--- src/rtl/fc_pkg.sv ---
`default_nettype none
// ============================================================================
// Module      : fc_pkg
// Description : Shared definitions for the fully-connected tile sequencer and
//               the BRAM data mover. Holds the default datapath widths and the
//               3-bit sequencer state encodings.
// Revision    : 1.0 - initial release
// ============================================================================
package fc_pkg;

  // Default widths shared with the data mover
  localparam int CNT_BIT  = 31;
  localparam int AWIDTH   = 12;
  localparam int TILE_BIT = 8;

  // Sequencer state encoding
  localparam int ST_W = 3;
  typedef logic [ST_W-1:0] state_t;

  localparam state_t S_IDLE = 3'd0;
  localparam state_t S_WAIT = 3'd1;
  localparam state_t S_RUN  = 3'd2;
  localparam state_t S_BUSY = 3'd3;
  localparam state_t S_WB0  = 3'd4;
  localparam state_t S_WB1  = 3'd5;
  localparam state_t S_NEXT = 3'd6;
  localparam state_t S_DONE = 3'd7;

endpackage
`default_nettype wire

--- src/rtl/fc_tile_sequencer.sv ---
`default_nettype none
// ============================================================================
// Module      : fc_tile_sequencer
// Description : Runs the FC data mover once per tile for a programmed number
//               of tiles. For each tile it waits for the mover to be idle,
//               pulses run, waits for done, captures the two core results and
//               writes them to the result BRAM at 2*tile and 2*tile+1.
// Ports       : clk, reset_n          - clock, async active-low reset
//               i_start/i_num_tile/i_num_cnt - job request (sampled in idle)
//               o_idle/o_busy/o_done/o_err   - job status
//               o_tile_idx             - current tile
//               o_mv_run/o_mv_num_cnt  - mover control
//               i_mv_idle/i_mv_done    - mover status
//               i_result_0/i_result_1  - core results, valid with i_mv_done
//               addr_r/ce_r/we_r/d_r   - result BRAM write port
// Revision    : 1.0 - initial release
// ============================================================================
module fc_tile_sequencer #(
  parameter int CNT_BIT  = fc_pkg::CNT_BIT,
  parameter int DWIDTH   = 32,
  parameter int AWIDTH   = fc_pkg::AWIDTH,
  parameter int TILE_BIT = fc_pkg::TILE_BIT
) (
  input  logic                clk,
  input  logic                reset_n,
  input  logic                i_start,
  input  logic [TILE_BIT-1:0] i_num_tile,
  input  logic [CNT_BIT-1:0]  i_num_cnt,
  output logic                o_idle,
  output logic                o_busy,
  output logic                o_done,
  output logic                o_err,
  output logic [TILE_BIT-1:0] o_tile_idx,
  output logic                o_mv_run,
  output logic [CNT_BIT-1:0]  o_mv_num_cnt,
  input  logic                i_mv_idle,
  input  logic                i_mv_done,
  input  logic [DWIDTH-1:0]   i_result_0,
  input  logic [DWIDTH-1:0]   i_result_1,
  output logic [AWIDTH-1:0]   addr_r,
  output logic                ce_r,
  output logic                we_r,
  output logic [DWIDTH-1:0]   d_r
);

  import fc_pkg::*;

  state_t              state_q, state_d;
  logic [TILE_BIT-1:0] num_tile_q;
  logic [TILE_BIT-1:0] tile_idx_q;
  logic [CNT_BIT-1:0]  num_cnt_q;
  logic                err_q;
  logic [DWIDTH-1:0]   r0_q, r1_q;

  logic                w_start_acc;
  logic                w_zero_job;
  logic                w_last_tile;
  logic [AWIDTH-1:0]   w_idx_ext;
  logic [AWIDTH-1:0]   w_addr_even;
  logic [AWIDTH-1:0]   w_addr_odd;

  assign w_start_acc = (state_q == S_IDLE) && i_start;
  assign w_zero_job  = (i_num_tile == '0) || (i_num_cnt == '0);
  assign w_last_tile = (tile_idx_q == (num_tile_q - TILE_BIT'(1)));

  // Two words per tile; the doubling drops the top bit so addresses wrap
  // modulo 2^AWIDTH.
  assign w_idx_ext   = AWIDTH'(tile_idx_q);
  assign w_addr_even = {w_idx_ext[AWIDTH-2:0], 1'b0};
  assign w_addr_odd  = {w_idx_ext[AWIDTH-2:0], 1'b1};

  // --------------------------------------------------------------------------
  // State register
  // --------------------------------------------------------------------------
  always_ff @(posedge clk or negedge reset_n) begin
    if (!reset_n) begin
      state_q <= S_IDLE;
    end else begin
      state_q <= state_d;
    end
  end

  // --------------------------------------------------------------------------
  // Next-state logic
  // --------------------------------------------------------------------------
  always_comb begin
    state_d = state_q;
    unique case (state_q)
      S_IDLE: begin
        if (i_start) begin
          state_d = w_zero_job ? S_DONE : S_WAIT;
        end
      end
      S_WAIT:  if (i_mv_idle) state_d = S_RUN;
      S_RUN:   state_d = S_BUSY;
      S_BUSY:  if (i_mv_done) state_d = S_WB0;
      S_WB0:   state_d = S_WB1;
      S_WB1:   state_d = S_NEXT;
      S_NEXT:  state_d = w_last_tile ? S_DONE : S_WAIT;
      S_DONE:  state_d = S_IDLE;
      default: state_d = S_IDLE;
    endcase
  end

  // --------------------------------------------------------------------------
  // Outputs (pure decode of the current state)
  // --------------------------------------------------------------------------
  always_comb begin
    o_idle   = 1'b0;
    o_done   = 1'b0;
    o_mv_run = 1'b0;
    ce_r     = 1'b0;
    we_r     = 1'b0;
    addr_r   = '0;
    d_r      = '0;
    o_busy   = (state_q != S_IDLE) && (state_q != S_DONE);
    unique case (state_q)
      S_IDLE: o_idle   = 1'b1;
      S_RUN:  o_mv_run = 1'b1;
      S_WB0: begin
        ce_r   = 1'b1;
        we_r   = 1'b1;
        addr_r = w_addr_even;
        d_r    = r0_q;
      end
      S_WB1: begin
        ce_r   = 1'b1;
        we_r   = 1'b1;
        addr_r = w_addr_odd;
        d_r    = r1_q;
      end
      S_DONE: o_done = 1'b1;
      default: ;
    endcase
  end

  // --------------------------------------------------------------------------
  // Job registers and result holding registers
  // --------------------------------------------------------------------------
  always_ff @(posedge clk or negedge reset_n) begin
    if (!reset_n) begin
      num_tile_q <= '0;
      num_cnt_q  <= '0;
      tile_idx_q <= '0;
      err_q      <= 1'b0;
      r0_q       <= '0;
      r1_q       <= '0;
    end else begin
      if (w_start_acc) begin
        num_tile_q <= i_num_tile;
        num_cnt_q  <= i_num_cnt;
        tile_idx_q <= '0;
        // A zero tile count is a legal empty job; only a zero element count
        // on a non-empty job is flagged.
        err_q      <= (i_num_cnt == '0) && (i_num_tile != '0);
      end
      // Done pulses outside S_BUSY are deliberately ignored.
      if ((state_q == S_BUSY) && i_mv_done) begin
        r0_q <= i_result_0;
        r1_q <= i_result_1;
      end
      if ((state_q == S_NEXT) && !w_last_tile) begin
        tile_idx_q <= tile_idx_q + TILE_BIT'(1);
      end
    end
  end

  assign o_err        = err_q;
  assign o_tile_idx   = tile_idx_q;
  assign o_mv_num_cnt = num_cnt_q;

endmodule
`default_nettype wire

--- config.mk ---
export PLATFORM = sky130hd
export DESIGN_NAME = fc_tile_sequencer
export DESIGN_NICKNAME = d
export VERILOG_FILES = /design/src/rtl/fc_pkg.sv /design/src/rtl/fc_tile_sequencer.sv
export SDC_FILE = /design/constraint.sdc
export NUM_CORES = 1
export LEC_CHECK = 0
export ABC_AREA = 1
export CAP_MARGIN = 20
export CORE_ASPECT_RATIO = 1.25
export CORE_MARGIN = 2
export CORE_UTILIZATION = 28
export CTS_CLUSTER_SIZE = 8
export DETAILED_ROUTE_END_ITERATION = 8
export MAX_ROUTING_LAYER = met4
export PLACE_DENSITY = 0.53
export SLEW_MARGIN = 20
export SYNTH_ARGS = -nofsm -noshare
export SYNTH_HDL_FRONTEND = slang
export SYNTH_SLANG_ARGS = --single-unit
--- constraint.sdc ---
create_clock -name clk -period 3 [get_ports clk]
set_input_delay 0.45 -clock clk [delete_from_list [all_inputs] [get_ports clk]]
set_output_delay 0.45 -clock clk [all_outputs]
set_load 0.02 [all_outputs]
; ---- Yosys cells after proc, flatten, opt, wreduce, memory -nomap -nowiden
; Cells that the tools add are included.
[totals]
register_bits = 115
elab_cells = 50
input_bits = 108
out_inout_bits = 90
[classes]
n_eq_ne = 12
reduce_logical = 15
add_sub_neg = 2
muxes = 14
[ops]
columns = cell, count
row1 = $pmux W32 S2, 1
row2 = $logic_not A31 Y1, 1
row3 = $pmux W3 S8, 1
row4 = $pmux W9 S2, 1
row5 = $mux W8, 2
row6 = $mux W3, 5
row7 = $eq A3 B3 Y1 const B, 4
row8 = $add A8 B1 Y8 const B, 1
row9 = $eq A8 B8 Y1, 1
row10 = $logic_not A8 Y1, 1
row11 = $reduce_bool A8 Y1, 1
row12 = $sub A8 B1 Y8 const B, 1
row13 = $eq A3 B2 Y1 const B, 2
row14 = $ne A2 B2 Y1 const B, 3
row15 = $logic_and A1 B1 Y1, 5
row16 = $mux W1, 4
row17 = $eq A3 B1 Y1 const B, 1
row18 = $logic_not A3 Y1, 1
row19 = $ne A3 B3 Y1 const B, 1
row20 = $reduce_and A3 Y1, 1
row21 = $reduce_bool A3 Y1, 1
row22 = $reduce_bool A2 Y1, 1
row23 = $reduce_or A2 Y1, 1
row24 = $logic_not A1 Y1, 1
row25 = $logic_or A1 B1 Y1, 1

; ---- Longest topological paths before layout
; Gate-level depths: netlist of the first run.
[logic_depth]
depth_word = 5
mapped_depth = 13
mapped_depth_nobuf = 13

; ---- Least setup slack after synthesis of the first run
; Ideal clock, no wire load.
[synth_path]
kind = reg2out
start = reg state_q[0]
end = out addr_r[1]
slack_ns = 1.106
required_time_ns = 2.550
path_buffers = 0
path_stages_with_launch = 9
arrival_time_ns = 1.444
cell_sequence = dfrtp_1 inv_1 nor2_1 inv_1 nor2_2 inv_2 nand2_1 inv_2 nor2_1
[synth_via]
elab_chain_len = 2
elab_cells_between_ends = 3
classes_between = 2 x eq/ne / 1 x mux
[synth_rtl]
columns = element, line
row1 = start: declaration, fc_tile_sequencer.sv:48  ; state_t state_q, state_d;
row2 = start signal: assignment, fc_tile_sequencer.sv:79  ; state_q <= state_d;
row3 = $eq A3 B3 Y1, fc_tile_sequencer.sv:117  ; unique case (state_q)
row4 = $pmux W9 S2 *, fc_tile_sequencer.sv:117
row5 = end: declaration, fc_tile_sequencer.sv:40  ; output logic [AWIDTH-1:0] addr_r,
; Mark *: on every way between the ends. The rest lies on a longest branch, timed or not.

; ---- Worst setup path after layout of the first run
[layout_path]
start = reg state_q[0]
end = out d_r[17]
[layout_via]
elab_chain_len = 2
elab_cells_between_ends = 3
classes_between = 2 x eq/ne / 1 x mux
[layout_rtl]
columns = element, line
row1 = $eq A3 B3 Y1, fc_tile_sequencer.sv:117
row2 = $pmux W32 S2 *, fc_tile_sequencer.sv:117
row3 = end: declaration, fc_tile_sequencer.sv:43  ; output logic [DWIDTH-1:0] d_r
; Marked as above.

==> out/results.ini, run 1 <==
[status]
outcome = finished, final reports clean

[global_routing]
grt_pass1_wl_um = 25600
antenna_found_initial = 0
grt_pass1_vias = 4971
grt_max_degree = 73
overflow = 0
track_usage_pct = 15.3

[placed_design]
port_buffers = 194
preCtsSetupSlack_ns = 0.596
dpl.hpwl_um = 11600
place_congestion = 0.846

[die]
ios = 198
initial_utilization_pct = 28.7
rows = 58
die_w_um = 133
dieHeight_um = 165
coreArea_sq_um = 20200
dieArea_sq_um = 21800

[final_layout]
syn2layout_area_growth_pct = 48.3
diodes = 0
drive_gt1_share_pct = 18.1
nNetsFinal = 850

[critical_path]
cp.arrival_ns = 2.38
worstPathRequired_ns = 2.55
regToRegSetupSlack_ns = 0.80
cp_max_fo = 33
path_class = reg2out
ff2ff_path_depth = 7
startpoint_type = flop
r2r-end = o_mv_num_cnt[24]$_DFFE_PN0P_
r2r_start = state_q[1]$_DFFE_PN0P_
worstSetupEndpointType = output pin

[sta]
setup_tns_ns = 0
layout_setup_ws_ns = 0.168
grt_setup_unrepaired = false
slew_viol_final = 0
min_period_ns = 2.83
fmax_mhz = 353
setup_viol = 0
fin_hold_ws_ns = 0.0622
fin_crit_sh_pct = 94.4
hold_viol_final = 0
tightest_slew_ns = 0.694
fin_worst_skew_ns = 0.0116
relSlewSlack_pct = 53.7

[run]
drv_cap = 0

[clock_network]
hold_buffers = 0
h-tree-depth = 4
cts_resized = 0
postCtsSetupRepairBufs = 0
cts_tree = yes
clkSinkCount = 115
cts_buffers = 17
cts_root_buffer = clkbuf_16
clock_latency_ns = 0.41
cts.clk_slew.worst_paths_ns = 0.06
clock_path_buffers = 2

[routing]
via_per_inst = 4.56
vias = 4660
wire_per_inst_um = 15.6
drt-total-wl_um = 16000
drtAntennaViolNets = 0
drc_errors = 0
first_pass_iters = 4
drt_iter0_markers = 226

[power]
powerDensity_nw_per_um2 = 1040
pwr-share-seq_pct = 32.5
switching_share_pct = 37.2
p_clk_share_pct = 22.8
switching_power_mw = 3.30
total_leakage_power_nw = 3.93
intPower_mw = 5.58
vdd_drop_max_uv = 428
pwr-share-comb_pct = 44.7

[synthesis]
ys_warn_count = 0
synth_edf_count = 0
syn_inst = 546
yosysSeqAreaShare_pct = 49.7
ys_ff_latch = 115
avgSynthCellArea_sq_um = 10.6
synth_area_sq_um = 5790
async_flop_share_pct = 100
ys_types = 34
synth_ff_type = dfrtp_1

[hold_path]
hold_class = in2async

## layout by cell type (no fill, tap or decap), types with 2 or more instances in the layout
master,instances
clkinv_2,2
ha_1,2
nand3_2,6
nand2_4,2
nor2_2,2
mux2_2,4
o21ai_1,31
mux2_4,60
clkinvlp_4,3
inv_1,56
nor2_4,6
nand2_2,2
a32o_1,32
conb_1,3
clkinv_4,4
xor2_1,5
clkbuf_16,17
inv_2,9
clkdlybuf4s50_1,193
buf_4,5
inv_6,3
nand3_1,18
nor3_1,2
or2_2,2
dfrtp_1,115
bufinv_16,2
a21oi_1,3
nor2_1,35
nand2_1,93
buf_12,3
nand4_1,14
o21ai_0,10
xnor2_1,3
## worst max path at each step
| stage | from | endpoint | slack, ns | cells past startpoint |
|---|---|---|---|---|
| after CTS | state_q[0]$_DFFE_PN0P_ | d_r[14] | 0.14 | 7 |
| after detailed placement | state_q[0]$_DFFE_PN0P_ | d_r[24] | 0.60 | 7 |
| after global routing | state_q[0]$_DFFE_PN0P_ | d_r[19] | 0.003 | 7 |
| after floorplan | state_q[0]$_DFFE_PN0P_ | addr_r[1] | 1.11 | 8 |
| after global placement | state_q[0]$_DFFE_PN0P_ | d_r[23] | 0.63 | 7 |
| final | state_q[0]$_DFFE_PN0P_ | d_r[17] | 0.17 | 7 |
## sequential cells by signal, indices dropped and copies added, names as in the netlist
name          flops
r0_q             32
r1_q             32
o_mv_num_cnt     31
num_tile_q        8
o_tile_idx        8
state_q           3
o_err             1
## power groups by stage
stage	clock network [mW]	logic, mW	registers [mW]
2_1_floorplan	0	2.40	3.01
3_3_place_gp	0	3.90	2.92
3_5_place_dp	0	4.00	2.89
4_1_cts	2.09	4.01	2.89
5_1_grt	2.16	4.30	2.98
6_report	2.02	3.98	2.89
## worst max-delay path, stage by stage (launching register included)
cell and delay (ns):
dfrtp_1 0.41, inv_1 0.09, nor2_1 0.09, inv_1 0.09, nor2_4 0.10, buf_4 0.37, a32o_1 0.20, clkdlybuf4s50_1 0.61
## area by class of cell
type                    count  area (sq um)
multi-input cells         339          2490
clock buffers              18           439
well taps                 270           338
clock inverters            14           154
fillers                  1960         11600
repair buffers            201          2030
flip-flops and latches    115          2880
inverters                  66           250
## per-stage QoR
stage | utilization [%] | instances | power (mW) | cell area (sq um)
after floorplan | - | 548 | 5.41 | 5790
after global placement | 39.6 | 991 | 6.82 | 7990
after detailed placement | 39.6 | 991 | 6.89 | 7990
after CTS | 42.5 | 1023 | 8.99 | 8580
after global routing | 42.5 | 1023 | 9.45 | 8580
final | 42.5 | 1023 | 8.89 | 8580
## cell usage after synthesis, drive strengths merged, types with 5 or more instances
cell type,number,share of area (%)
mux2,64,16
clkbuf,7,0.45
o21ai,41,3.5
dfrtp,115,50
nor2,43,3.6
buf,21,2.6
nand2,98,7.0
xor2,5,0.76
nand4,14,1.5
nand3,24,2.6
a32o,32,5.5
inv,66,4.3
## layer usage
layer  track usage (%)  wire, um
met1              18.8      7270
met2              25.0      7740
met5                 -         0
met3              4.02       815
met4              4.59       188
## logic make-up after synthesis
| kind of cell | share of synthesized area (%) |
|---|---|
| xor+xnor | 1.21 |
| other cells | 0.0648 |
| simple gates | 15.4 |
| buf+inv | 7.37 |
| fa+ha+maj | 0.432 |
| mux | 16.3 |
| flops | 49.7 |
| compound gates | 9.47 |
Note: power is estimated with default switching activity, not from simulation.
==> run 2: changes to the inputs <==
CORE_UTILIZATION = 50   (was 28)
PLACE_DENSITY = 0.86   (was 0.53)
SKIP_LAST_GASP = 1   (was default)
==> run 2 against run 1 <==
- first-iteration DRC count increased by 38%
- fmax increased by 1.5%
- wire length decreased by 0.78%
- critical path depth decreased by 3
- cell area decreased by 1.3%
- utilization increased by 33 points
- count of clock-buffer cells in the layout increased by 2
- sequential power about the same
- cell count decreased by 13%
- largest power group unchanged
- setup slack improved by 0.041 ns
==> out/results.ini, run 2 (same netlist as run 1, synthesis figures left out) <==
[status]
outcome = finished, final reports clean

[sta]
layout_setup_ws_ns = 0.209
slew_viol_final = 0
setup_viol = 0
hold_viol_final = 0
fin_worst_skew_ns = 0.0123
grt_setup_unrepaired = false
min_period_ns = 2.79
fin_crit_sh_pct = 93.0
tightest_slew_ns = 0.687
setup_tns_ns = 0
relSlewSlack_pct = 54.2
fmax_mhz = 358

[critical_path]
worstSetupEndpointType = output pin
r2r_start = state_q[1]$_DFFE_PN0P_
startpoint_type = flop
path_class = reg2out
ff2ff_path_depth = 6
worstPathRequired_ns = 2.55
cp_max_fo = 16
r2r-end = o_mv_num_cnt[0]$_DFFE_PN0P_
regToRegSetupSlack_ns = 0.77
cp.arrival_ns = 2.34

[power]
total_leakage_power_nw = 4.11
switching_share_pct = 36.7
pwr-share-comb_pct = 44.7
switching_power_mw = 3.31
pwr-share-seq_pct = 32.1
powerDensity_nw_per_um2 = 1060
p_clk_share_pct = 23.1
vdd_drop_max_uv = 497
intPower_mw = 5.71

[global_routing]
met2_usage_pct = 44.5
grt_pass1_vias = 5069
antenna_found_initial = 0
overflow = 0
grt_util_met1_pct = 31.6
met3_usage_pct = 6.06
grt.busiest_layer = met2
grt_max_degree = 73
track_usage_pct = 26.5
grt_pass1_wl_um = 25100

[die]
rows = 43
dieArea_sq_um = 12500
die_w_um = 100
ios = 198
coreArea_sq_um = 11200
dieHeight_um = 124
initial_utilization_pct = 51.7

[placed_design]
dpl.hpwl_um = 11300
place_congestion = 0.991
port_buffers = 194
preCtsSetupSlack_ns = 0.492

[routing]
drc_errors = 0
vias = 4797
drtAntennaViolNets = 0
wire_per_inst_um = 17.8
first_pass_iters = 5
via_per_inst = 5.39
drt_iter0_markers = 312
drt-total-wl_um = 15900

[final_layout]
syn2layout_area_growth_pct = 46.4
nNetsFinal = 852
final_common_cell = clkdlybuf4s50_1
mostFrequentLayoutCells = clkdlybuf4s50_1, dfrtp_1, nand2_1
diodes = 0
ff_latch_area_sq_um = 2880
drive_gt1_share_pct = 18.3
nFillCells = 760
multi_input_area_sq_um = 2490

[hold_path]
hold_class = in2async

[clock_network]
h-tree-depth = 4
cts_buffers = 17
cts_tree = yes
clock_path_buffers = 2
clock_latency_ns = 0.41
cts.clk_slew.worst_paths_ns = 0.05
clkSinkCount = 115
cts_root_buffer = clkbuf_16

[run]
drv_cap = 0

==> run 2: changes by cell type in the layout (fill, tap and decap cells not counted), moves of 2 or more <==
| cell | previous run | this run |
|---|---|---|
| buf_4 | 5 | 7 |
| clkbuf_8 | 1 | 3 |
| clkdlybuf4s50_1 | 193 | 185 |
| dlymetal6s2s_1 | 0 | 8 |
| inv_6 | 3 | 0 |
==> run 2: critical path: stages, from the launching register on <==
cell             delay, ns
dfrtp_1               0.46
nor2_4                0.42
nand2_1               0.23
inv_1                 0.20
clkdlybuf4s50_1       0.63
==> run 2: how the worst max path moves through the flow <==
| stage | startpoint | to | slack (ns) | cells after the start |
|---|---|---|---|---|
| finish | state_q[1]$_DFFE_PN0P_ | o_idle | 0.21 | 4 |
| global route | state_q[1]$_DFFE_PN0P_ | o_idle | 0.1 | 4 |
| CTS | state_q[0]$_DFFE_PN0P_ | addr_r[1] | 0.03 | 10 |
| detailed placement | state_q[0]$_DFFE_PN0P_ | addr_r[1] | 0.49 | 10 |
| global placement | state_q[0]$_DFFE_PN0P_ | addr_r[1] | 0.64 | 10 |
| floorplan | state_q[0]$_DFFE_PN0P_ | addr_r[1] | 1.11 | 8 |
==> run 2: power groups by stage <==
stage | clock network (mW) | registers, mW | logic, mW
3_5_place_dp | 0 | 2.87 | 4.02
2_1_floorplan | 0 | 3.01 | 2.40
5_1_grt | 2.19 | 2.98 | 4.33
4_1_cts | 2.12 | 2.89 | 4.03
3_3_place_gp | 0 | 2.86 | 3.86
6_report | 2.08 | 2.90 | 4.04
==> run 2: metal layers <==
| metal | wire, um | share of wire, % | up-vias |
|---|---|---|---|
| met3 | 913 | 5.7 | 18 |
| met4 | 208 | 1.3 | 0 |
| li1 | - | - | 2225 |
| met5 | 0 | 0 | - |
| met1 | 6380 | 40 | 2338 |
| met2 | 8380 | 53 | 216 |
==> run 2: stage by stage <==
stage	hold slack (ns)	cell area (sq um)	cells	power (mW)	util [%]
after floorplan	0.154	5790	548	5.41	-
after global placement	0.459	7830	858	6.72	70.0
after detailed placement	0.467	7830	858	6.89	70.0
after CTS	0.0264	8450	890	9.04	75.5
after global routing	0.0571	8470	890	9.51	75.7
final	0.0245	8470	890	9.02	75.7
==> run 2: cell type report <==
type | count | share of cell area (%)
clock buffers | 20 | 5.51
clock inverters | 12 | 1.83
inverters | 66 | 2.95
multi-input cells | 339 | 29.4
flip-flops and latches | 115 | 34.0
well taps | 135 | 1.99
repair buffers | 203 | 24.4
==> run 2: timing repair <==
item | in CTS | in global routing
hold endpoints to repair | 0 | 0
resized for setup | 0 | 8
buffers inserted | 0 | 0
hold buffers | 0 | 0
setup endpoints to repair | 0 | 8
